$ cat config.mk
export PLATFORM = sky130hd
export DESIGN_NAME = stack_ctrl_flat
export DESIGN_NICKNAME = d
export VERILOG_FILES = /design/src/rtl/stack_ctrl_if.sv /design/src/rtl/stack_ctrl.sv /design/src/flat_wrapper.sv
export SDC_FILE = /design/constraint.sdc
export NUM_CORES = 1
export LEC_CHECK = 0
export ABC_AREA = 0
export BUFFER_PORTS_ARGS = -buffer_cell sky130_fd_sc_hd__buf_2
export CELL_PAD_IN_SITES_DETAIL_PLACEMENT = 0
export CELL_PAD_IN_SITES_GLOBAL_PLACEMENT = 2
export CORE_ASPECT_RATIO = 0.5
export CORE_MARGIN = 1.5
export CORE_UTILIZATION = 24
export CTS_CLUSTER_SIZE = 14
export DETAILED_ROUTE_END_ITERATION = 10
export GPL_TIMING_DRIVEN = 0
export HOLD_SLACK_MARGIN = 0.08
export PLACE_DENSITY_LB_ADDON = 0.12
export SYNTH_ARGS = -nofsm -noshare
export SYNTH_HDL_FRONTEND = slang
export SYNTH_SLANG_ARGS = --single-unit
$ cat constraint.sdc
create_clock -name clk -period 4.23 [get_ports clk]
set_clock_uncertainty 0.05 [all_clocks]
set_input_delay 0.846 -clock clk [delete_from_list [all_inputs] [get_ports clk]]
set_output_delay 0.846 -clock clk [all_outputs]
set_load 0.02 [all_outputs]
$ cat src/rtl/stack_ctrl_if.sv
// rtl/stack_ctrl_if.sv - request, response, memory and SP bundle for stack_ctrl
//
// Purpose: groups every non-clock/reset signal of stack_ctrl into one bundle.
// Ports (all carried as interface signals):
//   req_valid[1:0], req_op[1:0], req_wdata0, req_wdata1  requests from core (0) and interrupt (1)
//   req_gnt[1:0]                                         one-hot grant back to the requesters
//   resp_valid, resp_id, resp_rdata, resp_err            one-cycle completion
//   mem_req, mem_we, mem_addr, mem_wdata                 stack memory access
//   mem_ack, mem_rdata                                   memory completion / read data
//   sp_select[1:0], sp_addr, stack_count                 external SP register control
// Modports: slave = stack_ctrl side, master = requesters / memory / SP side.

interface stack_ctrl_if;
   logic [1:0]  req_valid;
   logic [1:0]  req_op;
   logic [31:0] req_wdata0;
   logic [31:0] req_wdata1;
   logic [1:0]  req_gnt;

   logic        resp_valid;
   logic        resp_id;
   logic [31:0] resp_rdata;
   logic        resp_err;

   logic        mem_req;
   logic        mem_we;
   logic [31:0] mem_addr;
   logic [31:0] mem_wdata;
   logic        mem_ack;
   logic [31:0] mem_rdata;

   logic [1:0]  sp_select;
   logic [31:0] sp_addr;
   logic [31:0] stack_count;

   modport slave (
      input  req_valid, req_op, req_wdata0, req_wdata1,
      output req_gnt,
      output resp_valid, resp_id, resp_rdata, resp_err,
      output mem_req, mem_we, mem_addr, mem_wdata,
      input  mem_ack, mem_rdata,
      output sp_select,
      input  sp_addr,
      output stack_count
   );

   modport master (
      output req_valid, req_op, req_wdata0, req_wdata1,
      input  req_gnt,
      input  resp_valid, resp_id, resp_rdata, resp_err,
      input  mem_req, mem_we, mem_addr, mem_wdata,
      output mem_ack, mem_rdata,
      input  sp_select,
      output sp_addr,
      input  stack_count
   );
endinterface

$ cat src/rtl/stack_ctrl.sv
// rtl/stack_ctrl.sv - stack pointer sequencer with two-requester round-robin arbiter
//
// Purpose: arbitrates push/pop requests from the core (id 0) and the interrupt
// context save/restore engine (id 1), performs the stack memory access, then
// issues exactly one increment/decrement to the external SP register. Pushes on
// a full stack and pops on an empty stack are rejected without touching memory.
// Ports:
//   clk    clock
//   rst_n  asynchronous active-low reset
//   bus    stack_ctrl_if.slave (requests, grant, response, memory, SP control)
// Parameters:
//   STACK_BASE   lowest stack address and empty-stack SP value
//   STACK_DEPTH  number of 32-bit slots; SP == STACK_BASE + STACK_DEPTH is full

module stack_ctrl #(
   parameter logic [31:0] STACK_BASE  = 32'h2000,
   parameter int          STACK_DEPTH = 256
) (
   input  logic        clk,
   input  logic        rst_n,
   stack_ctrl_if.slave bus
);

   localparam logic [1:0] S_IDLE = 2'd0;
   localparam logic [1:0] S_MEM  = 2'd1;
   localparam logic [1:0] S_UPD  = 2'd2;
   localparam logic [1:0] S_ERR  = 2'd3;

   localparam logic       OP_PUSH = 1'b0;

   localparam logic [1:0] SP_HOLD = 2'b00;
   localparam logic [1:0] SP_INC  = 2'b01;
   localparam logic [1:0] SP_DEC  = 2'b10;

   localparam logic [31:0] STACK_TOP = STACK_BASE + 32'(STACK_DEPTH);

   logic [1:0]  state_q, state_d;
   logic        last_id_q, last_id_d;
   logic        id_q, id_d;
   logic        op_q, op_d;
   logic [31:0] wdata_q, wdata_d;
   logic [31:0] rdata_q, rdata_d;

   logic [1:0]  gnt;
   logic        xfer;
   logic        xfer_id;
   logic        xfer_op;
   logic [31:0] xfer_wdata;
   logic        stack_full;
   logic        stack_empty;

   // Grant only in IDLE. On a tie the requester that did not win last time
   // is served, so last_id resetting to 1 hands the first tie to the core.
   always_comb begin
      gnt = 2'b00;
      if (state_q == S_IDLE) begin
         unique case (bus.req_valid)
            2'b01:   gnt = 2'b01;
            2'b10:   gnt = 2'b10;
            2'b11:   gnt = last_id_q ? 2'b01 : 2'b10;
            default: gnt = 2'b00;
         endcase
      end
   end

   assign xfer       = |(bus.req_valid & gnt);
   assign xfer_id    = gnt[1];
   assign xfer_op    = xfer_id ? bus.req_op[1] : bus.req_op[0];
   assign xfer_wdata = xfer_id ? bus.req_wdata1 : bus.req_wdata0;

   // Inclusive compares keep the SP inside the window even if it were ever
   // presented outside it; in normal use only the equality cases occur.
   assign stack_full  = (bus.sp_addr >= STACK_TOP);
   assign stack_empty = (bus.sp_addr <= STACK_BASE);

   always_comb begin
      state_d   = state_q;
      last_id_d = last_id_q;
      id_d      = id_q;
      op_d      = op_q;
      wdata_d   = wdata_q;
      rdata_d   = rdata_q;

      unique case (state_q)
         S_IDLE: begin
            if (xfer) begin
               id_d      = xfer_id;
               op_d      = xfer_op;
               wdata_d   = xfer_wdata;
               last_id_d = xfer_id;
               if ((xfer_op == OP_PUSH) ? stack_full : stack_empty) begin
                  state_d = S_ERR;
               end else begin
                  state_d = S_MEM;
               end
            end
         end
         S_MEM: begin
            if (bus.mem_ack) begin
               if (op_q != OP_PUSH) begin
                  rdata_d = bus.mem_rdata;
               end
               state_d = S_UPD;
            end
         end
         S_UPD:   state_d = S_IDLE;
         S_ERR:   state_d = S_IDLE;
         default: state_d = S_IDLE;
      endcase
   end

   always_ff @(posedge clk or negedge rst_n) begin
      if (!rst_n) begin
         state_q   <= S_IDLE;
         last_id_q <= 1'b1;
         id_q      <= 1'b0;
         op_q      <= 1'b0;
         wdata_q   <= 32'd0;
         rdata_q   <= 32'd0;
      end else begin
         state_q   <= state_d;
         last_id_q <= last_id_d;
         id_q      <= id_d;
         op_q      <= op_d;
         wdata_q   <= wdata_d;
         rdata_q   <= rdata_d;
      end
   end

   // All outputs decode from the registered state, so reset forces them to
   // their idle values immediately and mem_req drops with rst_n.
   logic        resp_valid;
   logic        resp_err;
   logic [31:0] resp_rdata;
   logic        mem_req;
   logic        mem_we;
   logic [31:0] mem_addr;
   logic [31:0] mem_wdata;
   logic [1:0]  sp_select;

   always_comb begin
      resp_valid = 1'b0;
      resp_err   = 1'b0;
      resp_rdata = 32'd0;
      mem_req    = 1'b0;
      mem_we     = 1'b0;
      mem_addr   = 32'd0;
      mem_wdata  = 32'd0;
      sp_select  = SP_HOLD;

      unique case (state_q)
         S_MEM: begin
            mem_req   = 1'b1;
            mem_we    = (op_q == OP_PUSH);
            // Empty-ascending stack: push writes the free slot, pop reads the
            // slot below it. The bounds check rules out wrap on either side.
            mem_addr  = (op_q == OP_PUSH) ? bus.sp_addr : (bus.sp_addr - 32'd1);
            mem_wdata = wdata_q;
         end
         S_UPD: begin
            resp_valid = 1'b1;
            resp_rdata = (op_q == OP_PUSH) ? 32'd0 : rdata_q;
            sp_select  = (op_q == OP_PUSH) ? SP_INC : SP_DEC;
         end
         S_ERR: begin
            resp_valid = 1'b1;
            resp_err   = 1'b1;
         end
         default: ;
      endcase
   end

   assign bus.req_gnt     = gnt;
   assign bus.resp_valid  = resp_valid;
   assign bus.resp_id     = (state_q == S_UPD || state_q == S_ERR) ? id_q : 1'b0;
   assign bus.resp_rdata  = resp_rdata;
   assign bus.resp_err    = resp_err;
   assign bus.mem_req     = mem_req;
   assign bus.mem_we      = mem_we;
   assign bus.mem_addr    = mem_addr;
   assign bus.mem_wdata   = mem_wdata;
   assign bus.sp_select   = sp_select;
   assign bus.stack_count = bus.sp_addr - STACK_BASE;

endmodule

$ cat src/flat_wrapper.sv
// flat-port wrapper written by rule: the top's interface ports become plain ports
module stack_ctrl_flat 
#(
   parameter logic [31:0] STACK_BASE  = 32'h2000,
   parameter int          STACK_DEPTH = 256
)
  (clk, rst_n, bus_req_valid, bus_req_op, bus_req_wdata0, bus_req_wdata1, bus_req_gnt, bus_resp_valid, bus_resp_id, bus_resp_rdata, bus_resp_err, bus_mem_req, bus_mem_we, bus_mem_addr, bus_mem_wdata, bus_mem_ack, bus_mem_rdata, bus_sp_select, bus_sp_addr, bus_stack_count);
  stack_ctrl_if bus_i ();
  input  logic clk;
  input  logic rst_n;
  input wire logic [$bits(bus_i.req_valid)-1:0] bus_req_valid;
  input wire logic [$bits(bus_i.req_op)-1:0] bus_req_op;
  input wire logic [$bits(bus_i.req_wdata0)-1:0] bus_req_wdata0;
  input wire logic [$bits(bus_i.req_wdata1)-1:0] bus_req_wdata1;
  output wire logic [$bits(bus_i.req_gnt)-1:0] bus_req_gnt;
  output wire logic [$bits(bus_i.resp_valid)-1:0] bus_resp_valid;
  output wire logic [$bits(bus_i.resp_id)-1:0] bus_resp_id;
  output wire logic [$bits(bus_i.resp_rdata)-1:0] bus_resp_rdata;
  output wire logic [$bits(bus_i.resp_err)-1:0] bus_resp_err;
  output wire logic [$bits(bus_i.mem_req)-1:0] bus_mem_req;
  output wire logic [$bits(bus_i.mem_we)-1:0] bus_mem_we;
  output wire logic [$bits(bus_i.mem_addr)-1:0] bus_mem_addr;
  output wire logic [$bits(bus_i.mem_wdata)-1:0] bus_mem_wdata;
  input wire logic [$bits(bus_i.mem_ack)-1:0] bus_mem_ack;
  input wire logic [$bits(bus_i.mem_rdata)-1:0] bus_mem_rdata;
  output wire logic [$bits(bus_i.sp_select)-1:0] bus_sp_select;
  input wire logic [$bits(bus_i.sp_addr)-1:0] bus_sp_addr;
  output wire logic [$bits(bus_i.stack_count)-1:0] bus_stack_count;
  assign bus_i.req_valid = bus_req_valid;
  assign bus_i.req_op = bus_req_op;
  assign bus_i.req_wdata0 = bus_req_wdata0;
  assign bus_i.req_wdata1 = bus_req_wdata1;
  assign bus_req_gnt = bus_i.req_gnt;
  assign bus_resp_valid = bus_i.resp_valid;
  assign bus_resp_id = bus_i.resp_id;
  assign bus_resp_rdata = bus_i.resp_rdata;
  assign bus_resp_err = bus_i.resp_err;
  assign bus_mem_req = bus_i.mem_req;
  assign bus_mem_we = bus_i.mem_we;
  assign bus_mem_addr = bus_i.mem_addr;
  assign bus_mem_wdata = bus_i.mem_wdata;
  assign bus_i.mem_ack = bus_mem_ack;
  assign bus_i.mem_rdata = bus_mem_rdata;
  assign bus_sp_select = bus_i.sp_select;
  assign bus_i.sp_addr = bus_sp_addr;
  assign bus_stack_count = bus_i.stack_count;
  stack_ctrl #(.STACK_BASE(STACK_BASE), .STACK_DEPTH(STACK_DEPTH)) u_core (.clk(clk), .rst_n(rst_n), .bus(bus_i));
endmodule
# [Yosys cells after proc, flatten, opt, wreduce, memory -nomap -nowiden]
# Index checks and enable logic that the tools add are counted.
[totals] mem_bits_rw=0 wordCells=49 in_bits=135 register_bits=69 rom_bits=0 latch_bits=0 memories=0 output_inout_bits=137
[op_classes] div_mod_pow=0 n_reduce_logical=7 n_shift=0 mul=0 eq_ne=8 order_cmp=2 add_sub_neg=2 bitwise=2 muxes=22
[ops] operator="32-bit 2-to-1 mux" n=6
[ops] operator="32-bit by 14-bit greater-or-equal comparator with 1-bit output (second input constant)" n=1
[ops] operator="32-bit by 14-bit less-or-equal comparator with 1-bit output (second input constant)" n=1
[ops] operator="32-bit by 1-bit subtractor with 32-bit output (second input constant)" n=1
[ops] operator="32-bit by 14-bit subtractor with 32-bit output (second input constant)" n=1
[ops] operator="2-bit 2-to-1 mux" n=7
[ops] operator="2-bit one-hot mux with 3 select lines" n=2
[ops] operator="2-bit equality test (second input constant)" n=4
[ops] operator="1-bit 2-to-1 mux" n=7
[ops] operator="2-bit by 1-bit equality test with 1-bit output (second input constant)" n=2
[ops] operator="2-bit AND reduction" n=2
[ops] operator="2-bit OR reduction" n=2
[ops] operator="3-bit AND reduction" n=1
[ops] operator="2-bit AND" n=1
[ops] operator="2-bit logical NOT" n=1
[ops] operator="2-bit by 1-bit inequality test with 1-bit output (second input constant)" n=1
[ops] operator="2-bit inequality test (second input constant)" n=1
[ops] operator="1-bit logical OR" n=1
[ops] operator="1-bit inverter" n=1

# [Logic depth before layout (Yosys ltp)]
[logic_depth] word_depth=8 ltp_mapped=8 ltp_nobuf=6

# [Least setup slack after synthesis]
# OpenSTA, ideal clock, no wires.
[synth_path] kind="input-to-output" startpoint="input bus_sp_addr[7]" endpoint="output bus_mem_addr[31]" path_buffers=3 required_time_ns=3.334 arrival_ns=3.119 stages=6 setup_slack_ns=0.215 path_cell_list="or4_1 > buf_2 > or4b_1 > clkbuf_1 > buf_2 > o41ai_1"
[synth_between] elab_chain_cells=3
[synth_lines] item="start, declared" line="flat_wrapper.sv:27" source="input wire logic [$bits(bus_i.sp_addr)-1:0] bus_sp_addr;"
[synth_lines] item="32-bit by 1-bit subtractor with 32-bit output" line="stack_ctrl.sv:157" source="mem_addr = (op_q == OP_PUSH) ? bus.sp_addr : (bus.sp_addr - 32'd1);"
[synth_lines] item="32-bit 2-to-1 mux" line="stack_ctrl.sv:157"
[synth_lines] item="32-bit 2-to-1 mux" line="stack_ctrl.sv:151" source="unique case (state_q)"
[synth_lines] item="end, declared" line="flat_wrapper.sv:22" source="output wire logic [$bits(bus_i.mem_addr)-1:0] bus_mem_addr;"
# No other way between the ends.

# [Worst setup path in the final report]
# Same ends and word-level chain as after synthesis.

==> summary.txt <==
Run status
  • Outcome: finished clean

Timing
  • Final hold vios: 0
  • RSZ-0062 raised after global routing: false
  • Hold WS: 0.321 ns
  • Fin crit share: 0.978
  • Shortest period the worst path allows: 4.13 ns
  • Slew @ Worst Pin: 0.759 ns
  • Max transition margin: 0.494
  • Highest clock rate: 0.242 GHz
  • Final Max Slew Viols: 0
  • Final setup margin: 0.0951 ns
  • Final setup viols: 0

Power
  • Psw: 1.70 mW
  • Switching share of power: 0.436
  • Register share of total power: 0.294
  • Max VDD drop: 272 µV
  • Cell Pwr Density: 594 nW/µm²
  • P_int: 2.20 mW
  • Clock power frac: 0.181
  • Leak Pwr: 3.25 nW
  • Logic pwr share: 0.525

Finish
  • Share of layout cells above drive strength 1: 0.417
  • P&R area growth vs syn: 43.1%
  • NumNets Final: 933
  • Fin area: 6570 µm²
  • Layout fillers: 2,052
  • Finished Layout Cells: 1,061

Setup path
  • Startpoint type of the worst setup path: primary input
  • CP Cell Sequence: buf_2 -> or4_1 -> buf_2 -> or4b_1 -> buf_2 -> o41ai_1 -> buf_2
  • Levels on crit path: 7
  • R2R cell count: 6
  • Critical path arrival: 3.24 ns
  • Setup crit end kind: output pin
  • Crit path largest cell delay: 0.73 ns
  • Critical path type: in -> out
  • Required @ worst endpoint: 3.33 ns
  • Crit-path slowest cell: or4b_1
  • Delay-heaviest family, CP: simple AND/OR/NAND/NOR gates
  • Most used cell, CP: buf_2
  • Crit path buffers/inverters: 4
  • Crit-path max FO: 10

Floorplan
  • I/O pin cnt: 272
  • Die ar.: 20,000 µm²
  • Initial Util: 0.247
  • Die width: 199 µm
  • Height of the die: 101 µm
  • Core area: 18,600 µm²
  • Cell row count: 35

Placed design
  • IO Port Bufs: 266
  • Dpl hpwl: 13,000 µm
  • Routability cong.: 0.754
  • Post-Place Setup Slack: -0.0104 ns
  • Inst Count DP: 1,045
  • DP Area: 6270 µm²

Yosys
  • Yosys cell types: 43
  • Syn Area/Cell: 8.84 µm²
  • Mapped Cells: 519
  • Synth Flop Type: dfrtp_1
  • Ys Warns: 0
  • Synthesized flop and latch total: 69
  • Register area share after synthesis: 0.377
  • Syn nets: 656
  • Post-synth EDFFs: 0
  • Async SR Flop Fraction: 1.00
  • Post-synthesis cell area: 4590 µm²

Clock tree
  • Inserted Clock Buffers: 9
  • Skew-Pair Late Insertion Delay: 0.33 ns
  • Clock Tree Buf Depth: 2
  • CTS Sinks: 69
  • CTS tree: built
  • Root Buffer: clkbuf_16
  • Clock H-tree levels: 3
  • Post-CTS Setup Repair Bufs: 0
  • CTS clk-pin slew, worst paths: 0.06 ns

Route
  • Initial DRC Count: 129
  • Post-DR wirelength/cell: 15.5 µm
  • DR vias/cell: 4.42
  • Detail Route Antenna Nets: 0
  • Drt drc: 0
  • Drt first pass iters: 5
  • DR vias: 4,685
  • Final WL: 16,500 µm

Global routing
  • Gr usage total: 0.163
  • Largest net degree at the start of global routing: 58
  • First-pass GRT wire length: 25,200 µm
  • Total grt overflow: 0
  • Number of global-route vias before repair: 4,563
  • Initial antenna violation count: 1

Worst hold path
  • Worst min path class: in -> async

Run
  • Max-Cap Viols: 0
==> layer usage <==
metal	part of all wire	global-route usage	routed length, µm	up-vias
met4	0.011	0.0379	187	0
met2	0.47	0.269	7760	120
met3	0.066	0.0495	1090	13
met5	0	0	0	-
met1	0.45	0.210	7420	2208
li1	-	-	-	2344
==> Yosys cell counts, drive strengths merged (3+ instances only) <==
| cell | number | share of area |
|---|---|---|
| nand4 | 4 | 0.0055 |
| a21oi | 52 | 0.057 |
| inv | 10 | 0.0082 |
| clkbuf | 31 | 0.025 |
| nor4 | 8 | 0.011 |
| nand2 | 11 | 0.0090 |
| nand3 | 6 | 0.0065 |
| mux2 | 33 | 0.081 |
| o21ai | 11 | 0.012 |
| nor2 | 69 | 0.056 |
| nor3 | 7 | 0.0076 |
| nand2b | 4 | 0.0055 |
| dfrtp | 68 | 0.37 |
| buf | 21 | 0.029 |
| xnor2 | 16 | 0.031 |
| o31ai | 7 | 0.011 |
| nor3b | 3 | 0.0049 |
| xor2 | 12 | 0.023 |
| or3 | 12 | 0.016 |
| or4 | 12 | 0.020 |
| mux2i | 33 | 0.072 |
| and2 | 67 | 0.091 |
==> power by group through the flow <==
stage	sequential, mW	clock (mW)	combinational, mW
after floorplan	1.11	0	1.38
after global placement	1.15	0	2.08
after detailed placement	1.16	0	2.09
after CTS	1.15	0.738	2.10
after global routing	1.19	0.762	2.26
final	1.15	0.708	2.05
==> path summary, 6_finish.rpt <==
path,from,endpoint,slack (ns)
max,bus_sp_addr[7],bus_mem_addr[31],0.1
min,rst_n,u_core.wdata_q[28],0.32
max reg2reg,u_core.state_q[1],u_core.rdata_q[31],1.86
min reg2reg,u_core.rdata_q[27],u_core.rdata_q[27],0.44
max in group asynchronous,rst_n,u_core.last_id_q,3.23
min in group clk,u_core.rdata_q[27],u_core.rdata_q[27],0.44
==> placed cells by master (no fill, tap or decap), types with 14 or more instances in the layout <==
master	Yosys	layout
a21oi_1	52	52
and2_1	67	67
buf_2	3	268
buf_4	13	14
clkbuf_1	31	31
dfrtp_1	68	68
mux2_2	29	29
mux2i_1	33	33
nor2_1	69	69
xnor2_1	16	16
==> through the flow <==
| stage | power [mW] | TNS (ns) | utilization |
|---|---|---|---|
| global route | 4.21 | 0 | 0.354 |
| global placement | 3.22 | 0 | 0.336 |
| finish | 3.90 | 0 | 0.354 |
| floorplan | 2.49 | 0 | - |
| CTS | 3.98 | 0 | 0.353 |
| detailed placement | 3.25 | -0.0104 | 0.338 |
==> state kept, by name (all words and copies together) (netlist names) <==
name / count
u_core.rdata_q: 32
u_core.wdata_q: 32
u_core.op_q: 1
u_core.last_id_q: 1
u_core.state_q: 2
u_core.id_q: 1
==> kinds of logic after synthesis <==
logic type      share of synthesized area
compound gates                     0.0963
xor+xnor                           0.0534
fa+ha+maj                         0.00545
buf+inv                            0.0622
flops                               0.377
mux                                 0.153
simple gates                        0.253
==> final cells by class <==
class | count | area, µm² | share of cell area
flip-flops and latches | 69 | 1730 | 0.263
well taps | 259 | 324 | 0.0493
clock inverters | 4 | 22.5 | 0.00343
clock buffers | 12 | 256 | 0.0391
multi-input cells | 388 | 2590 | 0.395
diodes | 1 | 2.50 | 0.000381
inverters | 10 | 37.5 | 0.00572
plain buffers | 51 | 244 | 0.0371
repair buffers | 267 | 1360 | 0.207
==> what timing repair did <==
item / 4_1_cts / 5_1_grt
resized for setup: 1 / 2
hold buffers: 0 / 0
hold endpoints to repair: 0 / 0
setup endpoints to repair: 1 / 5
Power figures use the tool's default switching activity.
